### src/rtl/phase_align.sv
`default_nettype none
// ============================================================================
// Module   : phase_align
// Purpose  : Word-boundary (phase) alignment for one TMDS channel. Looks for
//            runs of control tokens in the deserialized stream. If a full
//            window passes without a long enough run, it asks the deserializer
//            to bitslip. Once 2^CTKN_CNT_W consecutive tokens are seen, the
//            channel is declared aligned. Lock is dropped when a whole window
//            passes without any token.
// Ports    : clk        - sole clock, rising edge
//            rst_n      - asynchronous active-low reset
//            sdata      - raw 10-bit deserialized word
//            bitslip    - one-cycle request to shift the word boundary
//            psaligned  - registered "word boundary locked" flag
//            slip_cnt   - debug count of slips since last lock (0..9, wraps)
// Revision : 1.0 - initial release
// ============================================================================
module phase_align #(
    parameter int SRCH_TIMER_W = 12,
    parameter int CTKN_CNT_W   = 7,
    parameter int SLIP_WAIT    = 15
) (
    input  logic       clk,
    input  logic       rst_n,
    input  logic [9:0] sdata,
    output logic       bitslip,
    output logic       psaligned,
    output logic [3:0] slip_cnt
);

    localparam logic [SRCH_TIMER_W-1:0] TIMER_MAX = '1;
    localparam logic [CTKN_CNT_W-1:0]   RUN_MAX   = '1;
    localparam int                      WAIT_W    = (SLIP_WAIT < 1) ? 1 : $clog2(SLIP_WAIT + 1);
    localparam logic [WAIT_W-1:0]       WAIT_LAST = WAIT_W'(SLIP_WAIT);

    localparam logic [9:0] CTRL_TOKEN0 = 10'b1101010100;
    localparam logic [9:0] CTRL_TOKEN1 = 10'b0010101011;
    localparam logic [9:0] CTRL_TOKEN2 = 10'b0101010100;
    localparam logic [9:0] CTRL_TOKEN3 = 10'b1010101011;

    typedef enum logic [2:0] {
        SEARCH  = 3'd0,
        BLNK    = 3'd1,
        SLIP    = 3'd2,
        WAIT    = 3'd3,
        ALIGNED = 3'd4
    } state_t;

    state_t                  state,     state_nxt;
    logic [SRCH_TIMER_W-1:0] timer,     timer_nxt;
    logic [CTKN_CNT_W-1:0]   run_cnt,   run_nxt;
    logic [WAIT_W-1:0]       wait_cnt,  wait_nxt;
    logic [3:0]              slip_nxt;
    logic                    token_q;
    logic                    token_hit;
    logic [SRCH_TIMER_W-1:0] timer_sat;

    assign token_hit = (sdata == CTRL_TOKEN0) || (sdata == CTRL_TOKEN1) ||
                       (sdata == CTRL_TOKEN2) || (sdata == CTRL_TOKEN3);

    // Timer never wraps on its own; only explicit clears bring it back to 0.
    assign timer_sat = (timer == TIMER_MAX) ? timer : timer + SRCH_TIMER_W'(1);

    always_comb begin
        state_nxt = state;
        timer_nxt = timer;
        run_nxt   = run_cnt;
        wait_nxt  = wait_cnt;
        slip_nxt  = slip_cnt;
        case (state)
            SEARCH: begin
                // A spent window wins over a fresh token: otherwise a stream
                // of short token runs (BLNK -> SEARCH -> BLNK ...) would only
                // ever reach SEARCH on a token and never slip.
                if (timer == TIMER_MAX) begin
                    state_nxt = SLIP;
                    slip_nxt  = (slip_cnt == 4'd9) ? 4'd0 : slip_cnt + 4'd1;
                end else if (token_q) begin
                    state_nxt = BLNK;
                    run_nxt   = CTKN_CNT_W'(1);
                end else begin
                    timer_nxt = timer + SRCH_TIMER_W'(1);
                end
            end
            BLNK: begin
                // The window keeps running while a token run is counted.
                timer_nxt = timer_sat;
                if (token_q) begin
                    if (run_cnt == RUN_MAX) begin
                        state_nxt = ALIGNED;
                        timer_nxt = '0;
                        slip_nxt  = 4'd0;
                    end else begin
                        run_nxt = run_cnt + CTKN_CNT_W'(1);
                    end
                end else begin
                    state_nxt = SEARCH;
                end
            end
            SLIP: begin
                state_nxt = WAIT;
                wait_nxt  = '0;
            end
            WAIT: begin
                // Gives the deserializer time to settle after the slip.
                if (wait_cnt == WAIT_LAST) begin
                    state_nxt = SEARCH;
                    timer_nxt = '0;
                    run_nxt   = '0;
                    wait_nxt  = '0;
                end else begin
                    wait_nxt = wait_cnt + WAIT_W'(1);
                end
            end
            ALIGNED: begin
                if (token_q) begin
                    timer_nxt = '0;
                end else if (timer == TIMER_MAX) begin
                    state_nxt = SEARCH;
                    timer_nxt = '0;
                end else begin
                    timer_nxt = timer + SRCH_TIMER_W'(1);
                end
            end
            default: begin
                state_nxt = SEARCH;
                timer_nxt = '0;
                run_nxt   = '0;
                wait_nxt  = '0;
            end
        endcase
    end

    // Outputs are registered from the next state so they change on the very
    // edge the FSM enters or leaves SLIP / ALIGNED.
    always_ff @(posedge clk or negedge rst_n) begin
        if (!rst_n) begin
            state     <= SEARCH;
            timer     <= '0;
            run_cnt   <= '0;
            wait_cnt  <= '0;
            slip_cnt  <= 4'd0;
            token_q   <= 1'b0;
            bitslip   <= 1'b0;
            psaligned <= 1'b0;
        end else begin
            state     <= state_nxt;
            timer     <= timer_nxt;
            run_cnt   <= run_nxt;
            wait_cnt  <= wait_nxt;
            slip_cnt  <= slip_nxt;
            token_q   <= token_hit;
            bitslip   <= (state_nxt == SLIP);
            psaligned <= (state_nxt == ALIGNED);
        end
    end

endmodule
`default_nettype wire

### config.mk
export PLATFORM = sky130hd
export DESIGN_NAME = phase_align
export DESIGN_NICKNAME = d
export VERILOG_FILES = /design/src/rtl/phase_align.sv
export SDC_FILE = /design/constraint.sdc
export NUM_CORES = 1
export LEC_CHECK = 0
export CAP_MARGIN = 20
export CORE_UTILIZATION = 50
export DETAILED_ROUTE_END_ITERATION = 16
export DONT_BUFFER_PORTS = 1
export MAX_ROUTING_LAYER = met4
export PLACE_DENSITY_LB_ADDON = 0.25
export SLEW_MARGIN = 20
export SYNTH_ARGS = -nofsm -noshare
export SYNTH_HDL_FRONTEND = slang
export SYNTH_SLANG_ARGS = --single-unit
export TNS_END_PERCENT = 50
### constraint.sdc
create_clock -name clk -period 4.9 [get_ports clk]
set_input_delay 0.49 -clock clk [delete_from_list [all_inputs] [get_ports clk]]
set_output_delay 0.49 -clock clk [all_outputs]
set_load 0.01 [all_outputs]
-- Yosys cells after proc, flatten, opt, wreduce, memory -nomap -nowiden
Cells that the tools add are included.
- register bits: 33
- output and inout bits: 6
- add/sub/neg operators: 4
- eq/ne operators: 22
- multiplexer cells: 30
- bitwise logic cells: 2
- reduce and logical (&&, ||, !) cells: 10
- operators with widths (kind ; count):
    12-bit two-way mux ; 8
    12-bit case mux with 5 select lines ; 1
    7-bit two-way mux ; 5
    7-bit case mux with 4 select lines ; 1
    3-bit two-way mux ; 7
    10-bit == test (second input constant) ; 2
    4-bit two-way mux ; 5
    2-bit != test (second input constant) ; 8
    4-bit case mux with 2 select lines ; 2
    3-bit case mux with 5 select lines ; 1
    12-bit by 1-bit adder with 12-bit output (second input constant) ; 1
    12-bit == test (second input constant) ; 1
    10-bit by 8-bit == test with 1-bit output (second input constant) ; 1
    10-bit by 9-bit == test with 1-bit output (second input constant) ; 1
    3-bit by 2-bit == test with 1-bit output (second input constant) ; 3
    4-bit by 1-bit adder with 4-bit output (second input constant) ; 2
    4-bit == test (second input constant) ; 2
    4-bit AND reduction ; 2
    7-bit by 1-bit adder with 7-bit output (second input constant) ; 1
    7-bit == test (second input constant) ; 1
    3-bit == test (second input constant) ; 2
    6-bit AND reduction ; 1
    3-bit by 1-bit == test with 1-bit output (second input constant) ; 1
    3-bit zero test ; 1
    other kinds (5) ; 8

-- Depth between registers and ports, before layout
- depth in word-level cells: 5
- gate-level depth with buffers: 9

-- Worst setup path after synthesis
No wires, ideal clock.
- kind: register to register
- from: register timer[0]
- to: register timer[0]
- setup time: 83 ps
- data arrival time: 1824 ps
- required time: 4817 ps
- path slack: 2993 ps
- cell stages (with the launch flop): 10
- buffers on the path: 1
- period minus slack after synthesis: 1907 ps
- cells stage by stage: dfrtp_1 ha_1 and2_1 and4_1 buf_6 inv_6 ha_1 a31oi_1 o32a_1 o21ai_0
- longest elaborated chain between the ends: 5
- elaborated cells on any way between the ends: 12
- those cells by class: add/sub (1); eq/ne (2); mux (8); reduce/logical (1)
- ends and longest elaborated chain (element ; line ; source):
    start: declaration ; 50 ; logic [SRCH_TIMER_W-1:0] timer, timer_nxt;
    start signal: assignment ; 148 ; timer <= timer_nxt;
    12-bit by 1-bit adder with 12-bit output / 12-bit == test (equally long branches) ; -- ;
    12-bit two-way mux ; 62 ; assign timer_sat = (timer == TIMER_MAX) ? timer : timer + SRCH_TIMER_W'(1);
    12-bit two-way mux ; 89 ; if (run_cnt == RUN_MAX) begin
    12-bit two-way mux ; 88 ; if (token_q) begin
    12-bit case mux with 5 select lines ; 70 ; case (state)
Several ways; a longest one is shown, not always the timed one. The select of a mux whose other input is x is not followed.
A chain may end at the register's enable or synchronous reset.

-- Worst setup path in the final report
- from: register timer[0]
- to: register timer[3]
The elaborated chain is that of the path after synthesis.

==> flow_summary.json <==
{
  "postSynthCellCount": 222,
  "synth_flop_cell": "dfrtp_1",
  "die_area_mm2": 0.00423,
  "place_area_mm2": 0.00200,
  "ys_seq_area_share_pct": 41.6,
  "ys_types": 54,
  "synth_edf_count": 0,
  "vias": 1649,
  "ctsResizeCount": 0,
  "grt_first_pass_wirelength_mm": 6.57,
  "rows": 22,
  "post_drt_wl_per_cell_um": 14.5,
  "ys_top_cells_by_count": "dfrtp_1 (33), nand2_1 (21), o21ai_1 (19), nor2_1 (17)",
  "cap_viol_max_count": 0,
  "cp.buffers_inverters": 0,
  "clock-sinks": 33,
  "syn_nets": 240,
  "antenna_found_initial": 0,
  "path_common_cell": "o21ai_1",
  "initial_utilization_pct": 53.0,
  "required_ps": 5110,
  "slowest_stage": "o21ai_1",
  "min_path_type": "input port to async pin",
  "yosysWarnings": 0,
  "n_antenna_cell": 0,
  "synth-seq-cells": 33,
  "io_pins": 18,
  "die_y_um": 65,
  "drt_first_iter_violations": 122,
  "hold_ws_ps": 26.6,
  "core_area_mm2": 0.00374,
  "arrival_ps": 2520,
  "synthArstFlopShare_pct": 100,
  "fin_util_pct": 56.1,
  "p_leak_nw": 0.986,
  "finClkSkew_ps": 2.80,
  "dp_hpwl_mm": 2.67,
  "firstDrtPassIters": 4,
  "clk_path_buf_depth": 2,
  "power_density_mw_per_mm2": 293,
  "syn_area_mm2": 0.00198,
  "fillers": 357,
  "yosysTopAreaCellShare_pct": 41.6,
  "fmax_mhz": 433,
  "post_cts.repair.setup_buffers": 0,
  "critical-path-top-delay-family": "compound AO/OA/AOI/OAI gates",
  "drive_gt1_share_pct": 8.04,
  "cts_root_buf": "clkbuf_8",
  "overflow": 0,
  "fin_area_mm2": 0.00210,
  "netlist_top_cells_area": "dfrtp_1 (42%), o21ai_1 (4.8%), nand2_1 (4.0%)",
  "gp_congestion": 0.785,
  "yosysMostFrequentCell": "dfrtp_1",
  "slew_headroom_pct": 42.8,
  "grt_usage_pct": 20.9,
  "io_buffers": 0,
  "hold_buffers": 1,
  "ant_nets": 0,
  "clk_latency_ps": 280,
  "setup_viol": 0,
  "grt_pass1_vias": 1483,
  "hold_viol": 0,
  "area_delta_synth_final_pct": 5.93,
  "cp_max_fo": 11,
  "remaining_drc_errors": 0,
  "cts_tree": "built",
  "syn-mean-instance-area_um2": 8.94,
  "peakVddDrop_uv": 146,
  "h-tree-depth": 2,
  "cts.clk_slew.worst_paths_ps": 70,
  "drt_wl_total_mm": 3.96,
  "fin_crit_sh_pct": 47.1,
  "critical_path.startpoint_type": "flop",
  "crit_path_max_incr_delay_ps": 700,
  "cts_made_buffers": 5,
  "endpoint_kind": "flop",
  "final.min_clock_period_ps": 2310,
  "synth.largest_area_cell": "dfrtp_1",
  "tns_ps": 0,
  "slew_violations": 0,
  "cp_cell_sequence": "ha_1 -> and2_1 -> and4_1 -> o21ai_1 -> a21oi_1 -> o21ai_1",
  "post_drt_via_cell_ratio": 6.06,
  "crit_type": "flop to flop",
  "final_nets": 241,
  "setup_ws_ps": 2590,
  "worst_pin_slew_ps": 852,
  "die_x_um": 65,
  "status": "complete, no violations",
  "grt_max_degree": 34,
  "rsz0062_at_grt": "false",
  "dp_slack_ps": 2650
}
metal layers:
layer  share of wire (%)  global-route usage (%)  up-vias  wire (um)
met5                   0                       -        -          0
met4                0.96                    6.94        0         38
met3                 4.4                    6.16        5        174
met2                  45                    31.4       34       1790
met1                  49                    26.8      799       1950
li1                    -                       -      811          -
registers in the layout (all words and copies together), names as in the netlist:
name	flops
slip_cnt	4
timer	12
wait_cnt	4
state	3
bitslip	1
token_q	1
psaligned	1
run_cnt	7
worst paths after layout:
path / cells after the start / start / slack (ps) / end
max in group asynchronous: 1 / rst_n / 4700 / timer[9]
worst min register to register: 1 / wait_cnt[3] / 500 / wait_cnt[3]
worst min-delay path: 1 / rst_n / 30 / wait_cnt[0]
worst max-delay path: 6 / timer[0] / 2590 / timer[3]
worst max register to register: 6 / timer[0] / 2590 / timer[3]
min in group clk: 1 / sdata[3] / 290 / token_q
cell families after synthesis:
group                    synth area share (%)
buffers and inverters                    5.36
multiplexers                            0.504
flip-flops                               41.6
adder cells (fa/ha/maj)                  3.78
AO/OA/AOI/OAI                            26.2
AND/OR/NAND/NOR                          22.5
cells in the final DEF (no fill, tap or decap), types with 5 or more instances in the layout:
master     n
clkbuf_8   5
ha_1       6
dfrtp_1   33
nand3_1   14
o21ai_1   19
inv_1     13
a21oi_1   14
and3_1     8
nor2_1    17
o21ai_0   10
nand2_1   21
layout make-up:
type / instances / area, um2 / area share [%]
Sequential cell: 33 / 826 / 39.3
Multi-Input combinational cell: 167 / 1050 / 50.1
Timing Repair Buffer: 1 / 20.0 / 0.952
Inverter: 15 / 61.3 / 2.92
Clock inverter: 2 / 10.0 / 0.476
Tap cell: 48 / 60.1 / 2.86
Clock buffer: 6 / 72.6 / 3.45
per-stage QoR:
stage | cells | power (mW)
floorplan | 222 | 0.395
global placement | 263 | 0.411
detailed placement | 263 | 0.416
CTS | 272 | 0.618
global route | 272 | 0.651
finish | 272 | 0.615
power breakdown:
| group | switching, mW | leakage, nW | internal, mW |
|---|---|---|---|
| logic | 0.0487 | 0.493 | 0.0390 |
| registers | 0.0316 | 0.448 | 0.299 |
| clock network | 0.0986 | 0.0450 | 0.0983 |
| total | 0.179 | 0.986 | 0.436 |
Note: power is estimated with default switching activity, not from simulation.
